--- src/rtl/dac_pkg.sv ---
// Shared constants, code-word types and test-bus channel numbering for the DAC core model.
package dac_pkg;
  localparam int NBIN   = 7;
  localparam int NTHERM = 17;
  localparam int NATB   = 10;
  localparam int ICAL_W = 8;
  localparam int OUT_W  = 12;
  localparam int CNT_W  = $clog2(NTHERM + 1);
  localparam int FS     = NTHERM * (2 ** NBIN) + (2 ** NBIN) - 1;

  typedef logic        [OUT_W-1:0] code_t;
  typedef logic signed [OUT_W:0]   diff_t;

  typedef enum logic [3:0] {
    ATB_VOUT  = 4'd0,
    ATB_VOUTB = 4'd1,
    ATB_ICAL  = 4'd2,
    ATB_BIN   = 4'd3,
    ATB_CNT   = 4'd4,
    ATB_FLAGS = 4'd5
  } atb_ch_e;
endpackage

--- src/rtl/dac_core_model_therm_decode.sv ---
// Thermometer segment decoder: counts enabled segments and flags codes that are not 0..01..1.
module therm_decode
  import dac_pkg::*;
(
  input  logic [NTHERM-1:0] therm,
  output logic [CNT_W-1:0]  cnt,
  output logic              err
);
  logic [NTHERM-1:0] therm_inc;

  always_comb begin
    cnt = '0;
    for (int i = 0; i < NTHERM; i++) cnt = cnt + CNT_W'(therm[i]);
  end

  // A contiguous run of ones from bit 0 turns to all zeros when incremented.
  assign therm_inc = therm + NTHERM'(1);
  assign err       = |(therm & therm_inc);
endmodule

--- config.mk ---
export PLATFORM = sky130hd
export DESIGN_NAME = therm_decode
export DESIGN_NICKNAME = d
export VERILOG_FILES = /design/src/rtl/dac_pkg.sv /design/src/rtl/dac_core_model_therm_decode.sv
export SDC_FILE = /design/constraint.sdc
export NUM_CORES = 1
export LEC_CHECK = 0
export ABC_AREA = 1
export BUFFER_PORTS_ARGS = -buffer_cell sky130_fd_sc_hd__buf_2
export CAP_MARGIN = 20
export CORE_ASPECT_RATIO = 0.5
export CORE_MARGIN = 2
export CORE_UTILIZATION = 24
export DETAILED_ROUTE_END_ITERATION = 6
export PLACE_DENSITY = 0.56
export RECOVER_POWER = 25
export SLEW_MARGIN = 25
export SYNTH_ARGS = -nofsm -noshare
export SYNTH_HDL_FRONTEND = slang
export SYNTH_SLANG_ARGS = --single-unit
--- constraint.sdc ---
create_clock -name vclk -period 4
set_clock_uncertainty 0.1 [all_clocks]
set_input_delay 0.4 -clock vclk [all_inputs]
set_output_delay 0.4 -clock vclk [all_outputs]
set_load 0.1 [all_outputs]
Word level (Yosys, flattened, before mapping)
Cells that the tools add are included.
{"block": "op_classes", "bitwise_logic": 1, "reduce_logical": 1, "add_sub_neg": 17}
{"cell": "adder 5 x 1 -> 5 bit", "n": 12}
{"cell": "adder 17 x 1 -> 17 bit (second input constant)", "n": 1}
{"cell": "AND 17 bit", "n": 1}
{"cell": "OR reduction 17 bit", "n": 1}
{"cell": "adder 4 x 1 -> 5 bit", "n": 1}
{"cell": "adder 3 x 1 -> 4 bit", "n": 1}
{"cell": "adder 2 x 1 -> 3 bit", "n": 1}
{"cell": "adder 1 x 1 -> 2 bit", "n": 1}
{"block": "totals", "input_bits": 17, "regBits": 0}

Depth between registers and ports, before layout
{"block": "logic_depth", "ltp_word": 16, "ltp_mapped": 12, "depth_no_buf": 12}

Worst setup path after synthesis
OpenSTA, ideal clock, no wires.
{"block": "synth_path", "path_type": "input port to output port", "from": "input port therm[0]", "to": "output port cnt[2]", "arrival_time_ns": 4.689, "required_ns": 3.500, "cell_stages": 9, "slack_ns": -1.189, "path_buffers": 0, "cell_sequence": "inv_1 fa_1 fa_1 fa_1 fa_1 inv_1 fa_1 fa_1 xor2_1"}
{"block": "synth_between", "elab_chain_len": 16}
{"element": "start: declaration", "line": "dac_core_model_therm_decode.sv:5", "source": "input logic [NTHERM-1:0] therm,"}
{"element": "adder 1 x 1 -> 2 bit", "line": "dac_core_model_therm_decode.sv:13", "source": "for (int i = 0; i < NTHERM; i++) cnt = cnt + CNT_W'(therm[i]);"}
{"element": "adder 2 x 1 -> 3 bit", "line": "dac_core_model_therm_decode.sv:13"}
{"element": "adder 3 x 1 -> 4 bit", "line": "dac_core_model_therm_decode.sv:13"}
{"element": "adder 4 x 1 -> 5 bit", "line": "dac_core_model_therm_decode.sv:13"}
{"element": "adder 5 x 1 -> 5 bit (12 in series)", "line": "dac_core_model_therm_decode.sv:13"}
{"element": "end: declaration", "line": "dac_core_model_therm_decode.sv:6", "source": "output logic [CNT_W-1:0] cnt,"}
No other way between the ends.

Final worst setup path
{"block": "layout_path", "from": "input port therm[11]", "to": "output port cnt[2]"}
{"block": "layout_between", "elab_chain_len": 6}
{"element": "adder 5 x 1 -> 5 bit (6 in series)", "line": "dac_core_model_therm_decode.sv:13"}
No other way between the ends.

==> metrics.yaml <==
regArea_um2: 0
dp_hpwl_um: 1520
wl_met3_um: 14
syn_avg_cell_area_um2: 6.35
setup.worst_path.start: "therm[11]"
vias: 750
critical-path-top-delay-family: "adder cells"
ys_warn_count: 0
hold_start: "therm[4]"
cp_max_fo: 2
fin_cells: 183
path_class: "in2out"
dieWidth_um: 79.9
synthTopCellsByCount: "inv_1 (27), nand2_1 (26), nor2_1 (12)"
cts_hold_buf: 0
ios: 23
syn_inst: 109
wl_per_cell_um: 9.13
synth_top_area_share_pct: 31.8
cp_data_required_time_ns: 3.50
hp-class: "in2out"
n_fill_cell: 272
dieArea_um2: 3350
dpl_cell_area_um2: 1090
rows: 13
finalWirelength_um: 1670
cp-end-kind: "primary output"
drt-met1-wl_um: 806
synthTopCellsByArea: "fa_1 (32%), inv_1 (15%), nand2_1 (14%)"
stdcell_area_um2: 1160
period_share_pct: 105
core_um2: 2670
highest-signal-layer: "met3"
syn_nets: 143
drive_gt1_share_pct: 39.7
n_antenna_cell: 0
ys_seq_area_share_pct: 0
rsz0062_at_grt: "true"
violations: "setup timing"
placement.io_buffers: 23
max_slew_margin_pct: 22.4
gp_congestion: 0.816
hold_viol_final: 0
status: "finished with violations"
finalMaxSlewViolations: 0
finalCriticalPeriod_ns: 4.22
grt_pass1_wl_um: 3070
nClkBuffers: 0
crit_top_cell: "fa_1"
cp.arrival_ns: 3.72
design.seq.count: 0
drt-vias-per-instance: 4.10
fin_nets: 182
drtIter0Drc: 18
slowest_stage: "fa_1"
hold_depth: 3
tightest_slew_ns: 1.17
antenna_found_initial: 0
worstSetupStartpointType: "input port"
track_usage_pct: 11.1
fin_ws_ns: -0.220
wl_met2_um: 850
cp_slowest_stage_delay_ns: 0.54
die_h_um: 42.0
fmax_mhz: 237
route.detailed.drc: 0
grt_pass1_vias: 714
whs_ns: 1.24
hold_end: "cnt[0]"
ys_types: 16
synth_area_um2: 692
crit_chain: "buf_8 -> inv_8 -> fa_1 -> fa_1 -> fa_1 -> fa_1 -> inv_2 -> fa_2 -> fa_2 -> buf_6 -> xor2_4 -> buf_12"
cap_violations: 0
drtAntennaViolNets: 0
grt_max_degree: 6
dr.pass1.iters: 4
final-setup-viol-count: 4
start_util_pct: 25.9
synth_area_leader_cell: "fa_1"
synth_most_common_cell: "inv_1"
dp_cells: 182
area_delta_synth_final_pct: 68.0
setup_tns_ns: -0.474
grt_overflow: 0
path_buf_inv: 5
## final cells by class
class,count,area (um^2),area share (%)
Inverter,29,116,10.0
Timing Repair Buffer,37,330,28.4
Multi-Input combinational cell,80,669,57.6
Tap cell,37,46.3,3.98
## worst max path at each step
| stage | to | slack, ns | cells after the start |
|---|---|---|---|
| after floorplan | cnt[2] | -0.25 | 9 |
| after global placement | cnt[2] | -0.30 | 12 |
| after detailed placement | cnt[2] | -0.33 | 12 |
| after CTS | cnt[2] | -0.28 | 12 |
| after global routing | cnt[2] | -0.31 | 12 |
| final | cnt[2] | -0.22 | 12 |
## metrics by stage
stage / utilization, % / worst slack, ns
after floorplan: - / -0.245
after global placement: 40.9 / -0.302
after detailed placement: 40.9 / -0.330
after CTS: 43.1 / -0.284
after global routing: 43.6 / -0.305
final: 43.6 / -0.220
## kinds of logic after synthesis
group                    Yosys count  synth area share, %
buffers and inverters             29                 15.7
adder cells (fa/ha/maj)           17                 42.7
XOR/XNOR                           2                 2.53
AND/OR/NAND/NOR                   54                 33.6
AO/OA/AOI/OAI                      7                 5.42
## worst min-delay path, cell delays in order
cell and delay [ns]:
buf_2 0.13, fa_2 0.24, buf_12 0.17
## per-layer routing
metal  GRT usage, %  vias up
li1               -      397
met1           16.2      349
met2           19.7        4
met3              0        0
met4              0        0
met5              0        -
## cells in the final DEF (no fill, tap or decap)
cell and n:
a21boi_4 1, a21oi_1 1, buf_12 5, buf_2 13
buf_4 12, buf_6 5, buf_8 1, clkbuf_1 1
fa_1 9, fa_2 2, ha_1 6, inv_1 19
inv_2 9, inv_8 1, nand2_1 25, nand2_2 1
nand2_4 1, nand3_1 7, nand3_4 2, nand3b_1 1
nand4_1 2, nor2_1 12, nor2_2 3, o21ai_0 2
o21ai_1 3, xor2_4 2
## timing repair
| action | CTS | global route |
|---|---|---|
| endpoints found under the setup margin | 4 | 4 |
| resized for setup | 14 | 6 |
| buffers inserted | 1 | 0 |
| pin swaps | 3 | 2 |
Power is left out: the tool's default activity adds up to more than one toggle a clock period on the data nets, which glitch-free logic cannot reach.
